### config.mk
export PLATFORM = sky130hd
export DESIGN_NAME = mem_access_unit_flat
export DESIGN_NICKNAME = d
export VERILOG_FILES = /design/src/rtl/mau_pkg.sv /design/src/rtl/mem_access_unit_if.sv /design/src/rtl/mau_load_align.sv /design/src/rtl/mem_access_unit.sv /design/src/flat_wrapper.sv
export SDC_FILE = /design/constraint.sdc
export NUM_CORES = 1
export LEC_CHECK = 0
export BUFFER_PORTS_ARGS = -buffer_cell sky130_fd_sc_hd__buf_4
export CORE_MARGIN = 3
export CORE_UTILIZATION = 53
export CTS_CLUSTER_DIAMETER = 60
export DETAILED_ROUTE_END_ITERATION = 6
export PLACE_DENSITY = 0.91
export SYNTH_ARGS = -nofsm -noshare
export SYNTH_HDL_FRONTEND = slang
export SYNTH_SLANG_ARGS = --single-unit
### constraint.sdc
create_clock -name clk -period 4.6 [get_ports clk]
set_clock_uncertainty 0.1 [all_clocks]
set_input_delay 0.69 -clock clk [delete_from_list [all_inputs] [get_ports clk]]
set_output_delay 0.69 -clock clk [all_outputs]
set_load 0.02 [all_outputs]
### src/rtl/mau_pkg.sv
// mau_pkg: shared encodings and types for the memory access unit.
// Optional feature macro: MISALIGN_TRAP_EN (see mem_access_unit.sv).
package mau_pkg;

  // Load codes from the controller.
  localparam logic [2:0] LD_NONE = 3'b000;
  localparam logic [2:0] LD_LB   = 3'b001;
  localparam logic [2:0] LD_LBU  = 3'b010;
  localparam logic [2:0] LD_LH   = 3'b011;
  localparam logic [2:0] LD_LHU  = 3'b100;
  localparam logic [2:0] LD_LW   = 3'b101;

  // Store codes from the controller.
  localparam logic [1:0] SV_NONE = 2'b00;
  localparam logic [1:0] SV_SB   = 2'b01;
  localparam logic [1:0] SV_SH   = 2'b10;
  localparam logic [1:0] SV_SW   = 2'b11;

  // Width of the bus timeout counter (BUS_TIMEOUT is 1..255).
  localparam int TMO_W = 8;

  typedef enum logic [1:0] {
    ST_IDLE = 2'd0,
    ST_REQ  = 2'd1,
    ST_DONE = 2'd2
  } state_t;

  // 110/111 are illegal load codes and never start an access.
  function automatic logic ld_legal(input logic [2:0] ld);
    return (ld >= LD_LB) && (ld <= LD_LW);
  endfunction

endpackage

### src/rtl/mem_access_unit_if.sv
// mem_access_unit_if: word-wide request/acknowledge data memory bus.
// master = load/store unit, slave = memory.
interface mem_access_unit_if;
  logic        mem_req;
  logic        mem_we;
  logic [3:0]  mem_be;
  logic [29:0] mem_addr;
  logic [31:0] mem_wdata;
  logic [31:0] mem_rdata;
  logic        mem_ack;

  modport master (
    output mem_req, mem_we, mem_be, mem_addr, mem_wdata,
    input  mem_rdata, mem_ack
  );

  modport slave (
    input  mem_req, mem_we, mem_be, mem_addr, mem_wdata,
    output mem_rdata, mem_ack
  );
endinterface

### src/rtl/mau_load_align.sv
// mau_load_align: picks the addressed byte/half out of a read word and
// sign- or zero-extends it according to the load code.
module mau_load_align
  import mau_pkg::*;
(
  input  logic [31:0] word,
  input  logic [1:0]  off,
  input  logic [2:0]  ld,
  output logic [31:0] result
);

  logic [7:0]  byte_sel;
  logic [15:0] half_sel;

  // Lane extraction (little-endian) followed by extension.
  always_comb begin
    byte_sel = word[{off, 3'b000} +: 8];
    half_sel = off[1] ? word[31:16] : word[15:0];
    case (ld)
      LD_LB:   result = {{24{byte_sel[7]}}, byte_sel};
      LD_LBU:  result = {24'h0, byte_sel};
      LD_LH:   result = {{16{half_sel[15]}}, half_sel};
      LD_LHU:  result = {16'h0, half_sel};
      LD_LW:   result = word;
      default: result = 32'h0;  // stores and non-loads return zero
    endcase
  end

endmodule

### src/rtl/mem_access_unit.sv
// mem_access_unit: load/store unit between the core and a variable-latency
// word memory bus. IDLE -> REQ -> DONE handshake; the core is stalled from
// the request cycle until DONE.
// Optional feature macro: MISALIGN_TRAP_EN -- traps misaligned half/word
// accesses without a bus cycle and adds the misalign output.
module mem_access_unit
  import mau_pkg::*;
#(
  parameter int BUS_TIMEOUT = 255
) (
  input  logic        clk,
  input  logic        rstn,
  input  logic        req_valid,
  input  logic [2:0]  LD,
  input  logic [1:0]  SV,
  input  logic [31:0] addr,
  input  logic [31:0] wdata,
  output logic [31:0] rdata,
  output logic        stall,
  output logic        done,
  output logic        bus_err,
`ifdef MISALIGN_TRAP_EN
  output logic        misalign,
`endif
  mem_access_unit_if.master bus
);

  localparam logic [TMO_W-1:0] TMO_LIM = TMO_W'(BUS_TIMEOUT);

  state_t           state;
  logic [2:0]       ld_q;
  logic [1:0]       off_q;
  logic [TMO_W-1:0] cnt;

  logic        is_load;
  logic        legal;
  logic [1:0]  off;
  logic [3:0]  be_n;
  logic [31:0] wd_n;
  logic        we_n;
  logic [31:0] load_res;

  // A valid load code takes priority; a store is only used when no valid
  // load is present.
  assign is_load = ld_legal(LD);
  assign legal   = req_valid & (is_load | (SV != SV_NONE));
  assign off     = addr[1:0];

  // Combinational so the core freezes in the very cycle it presents the access.
  assign stall = ((state == ST_IDLE) & legal) | (state == ST_REQ);

  // Byte-enable and lane-replicated store data for the incoming access.
  always_comb begin
    be_n = 4'b1111;
    wd_n = 32'h0;
    we_n = 1'b0;
    if (!is_load) begin
      we_n = 1'b1;
      case (SV)
        SV_SB: begin
          be_n = 4'b0001 << off;
          wd_n = {4{wdata[7:0]}};
        end
        SV_SH: begin
          be_n = off[1] ? 4'b1100 : 4'b0011;
          wd_n = {2{wdata[15:0]}};
        end
        default: begin
          be_n = 4'b1111;
          wd_n = wdata;
        end
      endcase
    end
  end

`ifdef MISALIGN_TRAP_EN
  logic mis_n;

  // Half accesses need addr[0]=0, word accesses need addr[1:0]=0.
  always_comb begin
    mis_n = 1'b0;
    if (is_load)
      mis_n = (((LD == LD_LH) | (LD == LD_LHU)) & addr[0]) |
              ((LD == LD_LW) & (off != 2'b00));
    else
      mis_n = ((SV == SV_SH) & addr[0]) |
              ((SV == SV_SW) & (off != 2'b00));
  end
`endif

  mau_load_align u_align (
    .word   (bus.mem_rdata),
    .off    (off_q),
    .ld     (ld_q),
    .result (load_res)
  );

  // Access FSM with registered bus and result outputs.
  always_ff @(posedge clk) begin
    if (!rstn) begin
      state         <= ST_IDLE;
      ld_q          <= LD_NONE;
      off_q         <= 2'b00;
      cnt           <= '0;
      rdata         <= 32'h0;
      done          <= 1'b0;
      bus_err       <= 1'b0;
      bus.mem_req   <= 1'b0;
      bus.mem_we    <= 1'b0;
      bus.mem_be    <= 4'b0000;
      bus.mem_addr  <= 30'h0;
      bus.mem_wdata <= 32'h0;
`ifdef MISALIGN_TRAP_EN
      misalign      <= 1'b0;
`endif
    end else begin
      done <= 1'b0;
      case (state)
        ST_IDLE: begin
          if (legal) begin
            ld_q    <= is_load ? LD : LD_NONE;
            off_q   <= off;
            cnt     <= '0;
            rdata   <= 32'h0;
            bus_err <= 1'b0;
`ifdef MISALIGN_TRAP_EN
            if (mis_n) begin
              // Trap without touching the bus.
              misalign <= 1'b1;
              done     <= 1'b1;
              state    <= ST_DONE;
            end else begin
              misalign      <= 1'b0;
              bus.mem_req   <= 1'b1;
              bus.mem_we    <= we_n;
              bus.mem_be    <= be_n;
              bus.mem_addr  <= addr[31:2];
              bus.mem_wdata <= wd_n;
              state         <= ST_REQ;
            end
`else
            bus.mem_req   <= 1'b1;
            bus.mem_we    <= we_n;
            bus.mem_be    <= be_n;
            bus.mem_addr  <= addr[31:2];
            bus.mem_wdata <= wd_n;
            state         <= ST_REQ;
`endif
          end
        end
        ST_REQ: begin
          if (bus.mem_ack) begin
            // Ack beats a coincident timeout.
            rdata       <= load_res;
            bus.mem_req <= 1'b0;
            bus.mem_we  <= 1'b0;
            done        <= 1'b1;
            state       <= ST_DONE;
          end else if (cnt + TMO_W'(1) == TMO_LIM) begin
            cnt         <= cnt + TMO_W'(1);
            rdata       <= 32'h0;
            bus_err     <= 1'b1;
            bus.mem_req <= 1'b0;
            bus.mem_we  <= 1'b0;
            done        <= 1'b1;
            state       <= ST_DONE;
          end else begin
            cnt <= cnt + TMO_W'(1);
          end
        end
        ST_DONE: begin
          // Flags are only meaningful alongside done.
          bus_err <= 1'b0;
`ifdef MISALIGN_TRAP_EN
          misalign <= 1'b0;
`endif
          state <= ST_IDLE;
        end
        default: state <= ST_IDLE;
      endcase
    end
  end

endmodule

### src/flat_wrapper.sv
// flat-port wrapper written by rule: the top's interface ports become plain ports
module mem_access_unit_flat import mau_pkg::*;
#(
  parameter int BUS_TIMEOUT = 255
)
  (clk, rstn, req_valid, LD, SV, addr, wdata, rdata, stall, done, bus_err, bus_mem_req, bus_mem_we, bus_mem_be, bus_mem_addr, bus_mem_wdata, bus_mem_rdata, bus_mem_ack);
  mem_access_unit_if bus_i ();
  input  logic clk;
  input  logic rstn;
  input  logic req_valid;
  input  logic [2:0] LD;
  input  logic [1:0] SV;
  input  logic [31:0] addr;
  input  logic [31:0] wdata;
  output logic [31:0] rdata;
  output logic stall;
  output logic done;
  output logic bus_err;
  output wire logic [$bits(bus_i.mem_req)-1:0] bus_mem_req;
  output wire logic [$bits(bus_i.mem_we)-1:0] bus_mem_we;
  output wire logic [$bits(bus_i.mem_be)-1:0] bus_mem_be;
  output wire logic [$bits(bus_i.mem_addr)-1:0] bus_mem_addr;
  output wire logic [$bits(bus_i.mem_wdata)-1:0] bus_mem_wdata;
  input wire logic [$bits(bus_i.mem_rdata)-1:0] bus_mem_rdata;
  input wire logic [$bits(bus_i.mem_ack)-1:0] bus_mem_ack;
  assign bus_mem_req = bus_i.mem_req;
  assign bus_mem_we = bus_i.mem_we;
  assign bus_mem_be = bus_i.mem_be;
  assign bus_mem_addr = bus_i.mem_addr;
  assign bus_mem_wdata = bus_i.mem_wdata;
  assign bus_i.mem_rdata = bus_mem_rdata;
  assign bus_i.mem_ack = bus_mem_ack;
  mem_access_unit #(.BUS_TIMEOUT(BUS_TIMEOUT)) u_core (.clk(clk), .rstn(rstn), .req_valid(req_valid), .LD(LD), .SV(SV), .addr(addr), .wdata(wdata), .rdata(rdata), .stall(stall), .done(done), .bus_err(bus_err), .bus(bus_i));
endmodule
; ---- Word-level counts from Yosys, hierarchy flattened
; Index checks and enable logic that the tools add are counted.
[totals]
regBits = 117
out_inout_bits = 103
[op_classes]
n_addsub = 1
magnitude_cmp = 2
n_eq_ne = 14
shift = 2
n_mux = 32
bitwise = 4
reduce_logical = 11
[op_table]
columns = op, count
row1 = one-hot mux 32 bit (5 select lines), 1
row2 = 2-to-1 mux 32 bit, 4
row3 = one-hot mux 32 bit (2 select lines), 2
row4 = indexed part select 32 x 6 -> 8 bit, 1
row5 = 2-to-1 mux 16 bit, 1
row6 = 2-to-1 mux 8 bit, 2
row7 = one-hot mux 8 bit (2 select lines), 1
row8 = 2-to-1 mux 1 bit, 10
row9 = "adder 8 x 1 -> 8 bit, second input constant", 1
row10 = "== test 8 bit, second input constant", 1
row11 = 2-to-1 mux 4 bit, 2
row12 = one-hot mux 4 bit (2 select lines), 1
row13 = "== test 3 x 2 -> 1 bit, second input constant", 2
row14 = "== test 3 bit, second input constant", 2
row15 = 2-to-1 mux 2 bit, 3
row16 = AND reduction 2 bit, 3
row17 = AND reduction 3 bit, 2
row18 = "== test 2 x 1 -> 1 bit, second input constant", 2
row19 = "== test 2 bit, second input constant", 2
row20 = "!= test 2 bit, second input constant", 2
row21 = one-hot mux 1 bit (2 select lines), 2
row22 = one-hot mux 2 bit (2 select lines), 1
row23 = AND reduction 4 bit, 1
row24 = nonzero test 2 bit, 2
row25 = 13 further kinds, 15

; ---- Depth between registers and ports, before layout
; Gate-level depths: netlist (run 1).
[logic_depth]
word_depth = 6
mapped_depth = 8

; ---- Hierarchy
; From an unflattened synthesis (run 1), not the netlist that was laid out.
[unflattened]
hier_cells = 690
hier_area_um2 = 5555.3
[modules_own_cells]
columns = mod, instances, cells_per_inst, area_each_um2, seq_area_each_um2
row1 = mem_access_unit, 1, 531, 4571.9, 2342.2
row2 = mau_load_align, 1, 159, 983.4, 0.0

; ---- Least setup slack after synthesis (run 1)
; OpenSTA, ideal clock, no wires.
[synth_timing]
path_kind = input-to-output
start = input port LD[2]
end = output port stall
arrival_time_ps = 1424
path_slack_ps = 2386
path_stages = 3
n_path_buf = 0
path_cell_list = nor3_1 > o21ai_0 > a31o_2
[synth_via]
elab_chain_cells = 6
elab_cells_between_ends = 7
[synth_rtl]
columns = element, line_no
row1 = "start, declared", flat_wrapper.sv:11  ; input logic [2:0] LD;
row2 = >= comparator 3 x 1 -> 1 bit or less-or-equal comparator 3 bit (tied branches), mau_pkg.sv:30  ; return (ld >= LD_LB) && (ld <= LD_LW);
row3 = logical AND 1 bit *, mau_pkg.sv:30
row4 = OR 1 bit *, mem_access_unit.sv:46  ; assign legal = req_valid & (is_load | (SV != SV_NONE));
row5 = bitwise AND 1 bit *, mem_access_unit.sv:46
row6 = bitwise AND 1 bit *, mem_access_unit.sv:50  ; assign stall = ((state == ST_IDLE) & legal) | (state == ST_REQ);
row7 = OR 1 bit *, mem_access_unit.sv:50
row8 = "end, declared", flat_wrapper.sv:16  ; output logic stall;
; Every way passes the cells marked *; elsewhere a longest branch is shown, timed or not.

; ---- Worst setup path after layout (run 1)
[layout_timing]
start = register u_core.off_q[1]
end = register u_core.rdata[5]
[layout_via]
elab_chain_cells = 4
elab_cells_between_ends = 5
[layout_rtl]
columns = element, line_no
row1 = "start, declared", mem_access_unit.sv:32  ; logic [1:0] off_q;
row2 = "start signal, assigned", mem_access_unit.sv:103  ; off_q <= 2'b00;
row3 = "start signal, assigned", mem_access_unit.sv:122  ; off_q <= off;
row4 = indexed part select 32 x 6 -> 8 bit or 2-to-1 mux 16 bit (tied branches), "mau_load_align.sv:17, mau_load_align.sv:18"
row5 = one-hot mux 32 bit (5 select lines) *, mau_load_align.sv:19  ; case (ld)
row6 = 2-to-1 mux 32 bit *, mem_access_unit.sv:152  ; if (bus.mem_ack) begin
row7 = one-hot mux 32 bit (2 select lines) *, mem_access_unit.sv:118  ; case (state)
row8 = "end signal, assigned", mem_access_unit.sv:154  ; rdata <= load_res;
row9 = "end, declared", mem_access_unit.sv:18  ; output logic [31:0] rdata,
; Marked as above.
; A chain may end at the register's enable or synchronous reset.

==> results.sh, run 1 <==
export IMPL_ys_seq_elements=117
export IMPL_rsz0062_at_grt="false"
export IMPL_dp_cells=962
export IMPL_synth_edff_count=0
export IMPL_max_slew_worst_pin_slew_ps=1240
export IMPL_slew_headroom_pct=17.7
export IMPL_grt_pass1_wl_um=28100
export IMPL_gp_congestion=0.958
export IMPL_finalHoldViolCount=0
export IMPL_synth_async_reset_ratio_pct=0
export IMPL_netlist_area_sq_mm=0.00545
export IMPL_period_share_pct=63.4
export IMPL_die_x_um=107
export IMPL_avgRoutedWirePerCell_um=18.1
export IMPL_synth_avg_cell_area_sq_um=8.08
export IMPL_drc_errors=0
export IMPL_insertedDiodeCount=0
export IMPL_mostFrequentLayoutCell="buf_4"
export IMPL_hold_path_class="input port to flip-flop"
export IMPL_yosysWarnings=0
export IMPL_detailedPlacementHpwl_um=13000
export IMPL_num_rows=36
export IMPL_cts_made_buffers=17
export IMPL_grt_use_met2_pct=51.2
export IMPL_finalSetupViolCount=0
export IMPL_post_synth_top_area_cell="dfxtp_1"
export IMPL_critPathKind="flip-flop to flip-flop"
export IMPL_cts_setup_buffers=0
export IMPL_clock_path_buffers=2
export IMPL_core_area_sq_mm=0.00986
export IMPL_ir_drop_uv=280
export IMPL_vias=5865
export IMPL_fin_setup_tns_ps=0
export IMPL_syn_inst=674
export IMPL_grt_busiest_layer="met2"
export IMPL_fin_cells=993
export IMPL_ys_flop_type="dfxtp_1"
export IMPL_cp_data_arrival_time_ps=3270
export IMPL_use_met3_pct=10.1
export IMPL_io_pins=208
export IMPL_maxCapViolCount=0
export IMPL_portBuffers=207
export IMPL_worstSetupEndpointType="flip-flop"
export IMPL_cp_max_fo=14
export IMPL_drt_first_pass_iters=5
export IMPL_cts_resized_gates=0
export IMPL_initial_core_util_pct=55.2
export IMPL_power_mw=2.65
export IMPL_holdBufCountCts=0
export IMPL_synth_nets=784
export IMPL_netlist_top_cells_area="dfxtp_1 (43%), nand2_1 (8.9%), a21oi_1 (7.5%)"
export IMPL_dr_first_iter_drc_count=598
export IMPL_cp_start_kind="flip-flop"
export IMPL_status="finished clean"
export IMPL_seq_area_frac_synth_pct=43.0
export IMPL_min_period_ps=2910
export IMPL_power_leakage_nw=3.33
export IMPL_cts_max_level=4
export IMPL_grt_use_met1_pct=37.8
export IMPL_post_place_ws_ps=1560
export IMPL_path_clk_slew_ps=60
export IMPL_dieArea_sq_mm=0.0115
export IMPL_grt_total_usage_pct=30.6
export IMPL_synth_top_cell_area_share_pct=43.0
export IMPL_fin_nets=958
export IMPL_cts_num_sinks=117
export IMPL_fin_area_sq_mm=0.00747
export IMPL_drv_slew=0
export IMPL_vias_per_cell=5.91
export IMPL_globalRouteOverflowTotal=0
export IMPL_place_area_sq_mm=0.00697
export IMPL_cts_tree="yes"
export IMPL_grt_pass1_vias=5650
export IMPL_clock_latency_ps=510
export IMPL_drive_gt1_share_pct=30.1
export IMPL_grt_max_degree=78
export IMPL_ys_types=54
export IMPL_syn_to_final_growth_pct=37.0
export IMPL_hold_ws_ps=322
export IMPL_die_y_um=107
export IMPL_routed_wl_um=18000
export IMPL_final_cell_mix="buf_4 (210), nand2_1 (128), dfxtp_1 (117)"
export IMPL_required_ps=4950
export IMPL_powerDensity_mw_per_mm2=356
export IMPL_antenna_found_initial=0
export IMPL_max_freq_ghz=0.343
export IMPL_fin_ws_ps=1690
export IMPL_cts_root_buf="clkbuf_8"
export IMPL_ant_nets=0
export IMPL_utilization_pct=75.7
per-layer routing:
layer | vias up | wire length, um
met5 | - | 0
met4 | 0 | 344
met3 | 29 | 1890
met2 | 343 | 8610
met1 | 2718 | 7110
li1 | 2775 | -
layout make-up:
type / instances / area, sq um
Multi-Input combinational cell: 483 / 2810
Fill cell: 753 / 2400
Sequential cell: 117 / 2340
Timing Repair Buffer: 210 / 1580
Clock buffer: 21 / 439
Tap cell: 133 / 166
Inverter: 19 / 71.3
Clock inverter: 10 / 60.1
power by group:
group	switching [mW]	leakage, nW	internal, mW	total (mW)
combinational	0.268	2.14	0.180	0.448
sequential	0.0349	0.950	1.06	1.09
clock	0.451	0.239	0.664	1.12
total	0.754	3.33	1.90	2.65
kinds of logic (layout without fill, tap and decap cells):
family / Yosys count / in the layout / synth area share (%)
compound gates: 240 / 240 / 28.8
xor+xnor: 4 / 4 / 0.643
fa+ha+maj: 5 / 5 / 1.15
buf+inv: 74 / 260 / 5.69
flops: 117 / 117 / 43.0
mux: 10 / 10 / 2.27
simple gates: 224 / 224 / 18.4
synth_stat cells (3+ instances only):
library cell and count:
o211ai_1 18, a22oi_1 16, nor2b_1 7, a21o_1 32, and2_1 3, a32oi_1 8, clkbuf_1 41, a31oi_1 29
nor2_1 13, a21oi_1 82, nand3_1 47, nand2_1 129, o21a_1 5, buf_1 3, buf_6 3, buf_2 8
mux2_2 9, ha_1 5, nor3_1 5, and3_1 4, xor2_1 4, o21ai_0 20, a211oi_1 4, dfxtp_1 117
clkinv_1 3, nand4_1 3, inv_1 16, a22o_1 9
critical path, cell delays in order (launching register included):
cell,delay [ps]
dfxtp_1,770
clkinv_1,480
a211oi_1,870
a22oi_1,270
a21oi_1,260
a21o_1,110
flip-flops by register name, summed over array words and instances, names as in the netlist:
signal	flops
u_core.rdata	32
u_core.bus.mem_be	4
u_core.bus.mem_we	1
u_core.state	2
u_core.bus.mem_req	1
u_core.cnt	8
u_core.bus.mem_wdata	32
u_core.off_q	2
u_core.bus_err	1
u_core.done	1
u_core.ld_q	3
u_core.bus.mem_addr	30
path summary, 6_finish.rpt:
| check | from | to | slack (ps) | depth (start not counted) |
|---|---|---|---|---|
| min | addr[9] | u_core.bus.mem_addr[7] | 320 | 3 |
| max | u_core.off_q[1] | u_core.rdata[5] | 1690 | 5 |
| min reg2reg | u_core.bus.mem_addr[14] | u_core.bus.mem_addr[14] | 350 | 2 |
| max reg2reg | u_core.off_q[1] | u_core.rdata[5] | 1690 | 5 |
Note: power is estimated with default switching activity, not from simulation.
==> inputs of run 2 (changes only) <==
--- a/config.mk
+++ b/config.mk
@@ -7,10 +7,10 @@
 export LEC_CHECK = 0
 export BUFFER_PORTS_ARGS = -buffer_cell sky130_fd_sc_hd__buf_4
 export CORE_MARGIN = 3
-export CORE_UTILIZATION = 53
+export CORE_UTILIZATION = 49
 export CTS_CLUSTER_DIAMETER = 60
 export DETAILED_ROUTE_END_ITERATION = 6
-export PLACE_DENSITY = 0.91
+export PLACE_DENSITY = 0.85
 export SYNTH_ARGS = -nofsm -noshare
 export SYNTH_HDL_FRONTEND = slang
 export SYNTH_SLANG_ARGS = --single-unit
==> constraint.sdc (replaced) <==
create_clock -name clk -period 3 [get_ports clk]
set_clock_uncertainty 0.1 [all_clocks]
set_input_delay 0.45 -clock clk [delete_from_list [all_inputs] [get_ports clk]]
set_output_delay 0.45 -clock clk [all_outputs]
set_load 0.02 [all_outputs]
==> run 2 against run 1 <==
  * Global-route usage shrank 2.1 points
  * Utilization shrank 4.0 points
  * Wire length grew 2.0%
  * Via count grew 2.1%
  * Flip-flop and latch count is the same
  * Worst hold slack lost 240 ps
  * Cell area grew 1.4%
  * Critical path depth is the same
  * Clock-buffer cell count shrank 2
  * Clock power grew 54%
  * Worst setup slack lost 1100 ps
  * Highest routed layer unchanged
==> results.sh, run 2 (synthesis results as in run 1) <==
export IMPL_vias_per_cell=5.94
export IMPL_cp_start_kind="flip-flop"
export IMPL_hold_start="addr[12]"
export IMPL_ir_drop_uv=347
export IMPL_rsz0062_at_grt="false"
export IMPL_critPathKind="flip-flop to flip-flop"
export IMPL_intPower_mw=2.91
export IMPL_drv_slew=0
export IMPL_r2r_start="u_core.state[0]"
export IMPL_ant_nets=0
export IMPL_max_freq_ghz=0.413
export IMPL_globalRouteOverflowTotal=0
export IMPL_mostFrequentLayoutCell="buf_4"
export IMPL_cts_made_buffers=17
export IMPL_drt_first_pass_iters=5
export IMPL_holdBufCountCts=0
export IMPL_period_share_pct=80.7
export IMPL_initial_core_util_pct=51.6
export IMPL_drc_errors=0
export IMPL_io_pins=208
export IMPL_clock_power_share_pct=42.0
export IMPL_clock_path_buffers=2
export IMPL_path_clk_slew_ps=60
export IMPL_dieArea_sq_mm=0.0124
export IMPL_vias=5991
export IMPL_die_y_um=111
export IMPL_grt_total_usage_pct=28.5
export IMPL_grt_pass1_vias=5985
export IMPL_grt_pass1_wl_um=29100
export IMPL_gp_congestion=0.884
export IMPL_largestRegisters="u_core.bus.mem_wdata (32), u_core.rdata (32), u_core.bus.mem_addr (30)"
export IMPL_powerDensity_mw_per_mm2=541
export IMPL_maxCapViolCount=0
export IMPL_num_rows=37
export IMPL_fin_nets=970
export IMPL_fin_setup_tns_ps=0
export IMPL_core_area_sq_mm=0.0106
export IMPL_status="finished clean"
export IMPL_power_leakage_nw=3.39
export IMPL_routed_wl_um=18300
export IMPL_antenna_found_initial=0
export IMPL_cts_num_sinks=117
export IMPL_dr_first_iter_drc_count=598
export IMPL_finalSetupViolCount=0
export IMPL_cp_max_fo=24
export IMPL_clock_latency_ps=510
export IMPL_final_cell_mix="buf_4 (222), nand2_1 (128), dfxtp_1 (117)"
export IMPL_r2r_cells=5
export IMPL_grt_max_degree=45
export IMPL_hold_path_depth=3
export IMPL_rr_endpoint="u_core.rdata[19]"
export IMPL_swShare_pct=28.9
export IMPL_hold_ws_ps=82.8
export IMPL_seq_power_share_pct=40.8
export IMPL_syn_to_final_growth_pct=38.9
export IMPL_cts_tree="yes"
export IMPL_slew_headroom_pct=45.0
export IMPL_insertedDiodeCount=0
export IMPL_startpoint="u_core.state[0]"
export IMPL_avgRoutedWirePerCell_um=18.1
export IMPL_worstSetupEndpointType="flip-flop"
export IMPL_cts_root_buf="clkbuf_8"
export IMPL_finalHoldViolCount=0
export IMPL_max_slew_worst_pin_slew_ps=824
export IMPL_min_period_ps=2420
export IMPL_hold_path_class="input port to flip-flop"
export IMPL_p_comb_share_pct=17.2
export IMPL_cts_setup_buffers=0
export IMPL_portBuffers=207
export IMPL_p_switching_mw=1.18
export IMPL_required_ps=3360
export IMPL_die_x_um=111
export IMPL_holdPathEnd="u_core.bus.mem_addr[10]"
export IMPL_cts_resized_gates=0
export IMPL_r2r_slack_ps=580
export IMPL_detailedPlacementHpwl_um=13300
export IMPL_drive_gt1_share_pct=31.3
export IMPL_cp_data_arrival_time_ps=2780
export IMPL_cts_max_level=4
==> run 2: cell count changes in the layout (fill, tap and decap cells not counted) <==
| cell | change |
|---|---|
| buf_4 | +12 |
| clkbuf_1 | -1 |
| clkbuf_8 | -1 |
| clkinv_2 | -1 |
| clkinv_4 | +2 |
| clkinvlp_4 | +2 |
==> run 2: final cells by class <==
| cell class | count | area [sq um] |
|---|---|---|
| multi-input cells | 483 | 2810 |
| fillers | 830 | 2990 |
| repair buffers | 222 | 1670 |
| clock inverters | 13 | 87.6 |
| flip-flops and latches | 117 | 2340 |
| inverters | 19 | 71.3 |
| well taps | 136 | 170 |
| clock buffers | 19 | 422 |
==> run 2: stage by stage <==
step	instances	power, mW	worst slack [ps]	utilization (%)	instance area [sq um]
floorplan	674	2.08	992	-	5450
global placement	977	2.38	647	66.9	7060
detailed placement	977	2.39	611	66.9	7060
CTS	1009	4.11	635	71.7	7570
global route	1009	4.26	472	71.7	7570
finish	1009	4.09	580	71.7	7570
==> run 2: layer usage <==
metal	GRT usage, %	vias to the layer above	part of all wire [%]
li1	-	2797	-
met1	33.2	2790	39
met2	46.4	345	47
met3	11.0	59	11
met4	13.1	0	3.7
met5	0	-	0
==> run 2: worst max path at each step <==
| stage | endpoint |
|---|---|
| after floorplan | u_core.rdata[10] |
| after global placement | u_core.bus.mem_be[1] |
| after detailed placement | u_core.bus.mem_be[1] |
| after CTS | u_core.rdata[1] |
| after global routing | u_core.rdata[15] |
| final | u_core.rdata[19] |
==> run 2: critical path, stage by stage (launching register included) <==
cell and delay, ps:
dfxtp_1 420, nor2b_1 320, nand3_1 410, a211o_1 700
a31oi_1 310, a21o_1 110
==> run 2: power groups by stage <==
stage	sequential [mW]	clock (mW)	combinational [mW]
global placement	1.70	0	0.677
detailed placement	1.70	0	0.694
global route	1.68	1.82	0.761
CTS	1.67	1.74	0.698
finish	1.67	1.72	0.705
floorplan	1.75	0	0.332
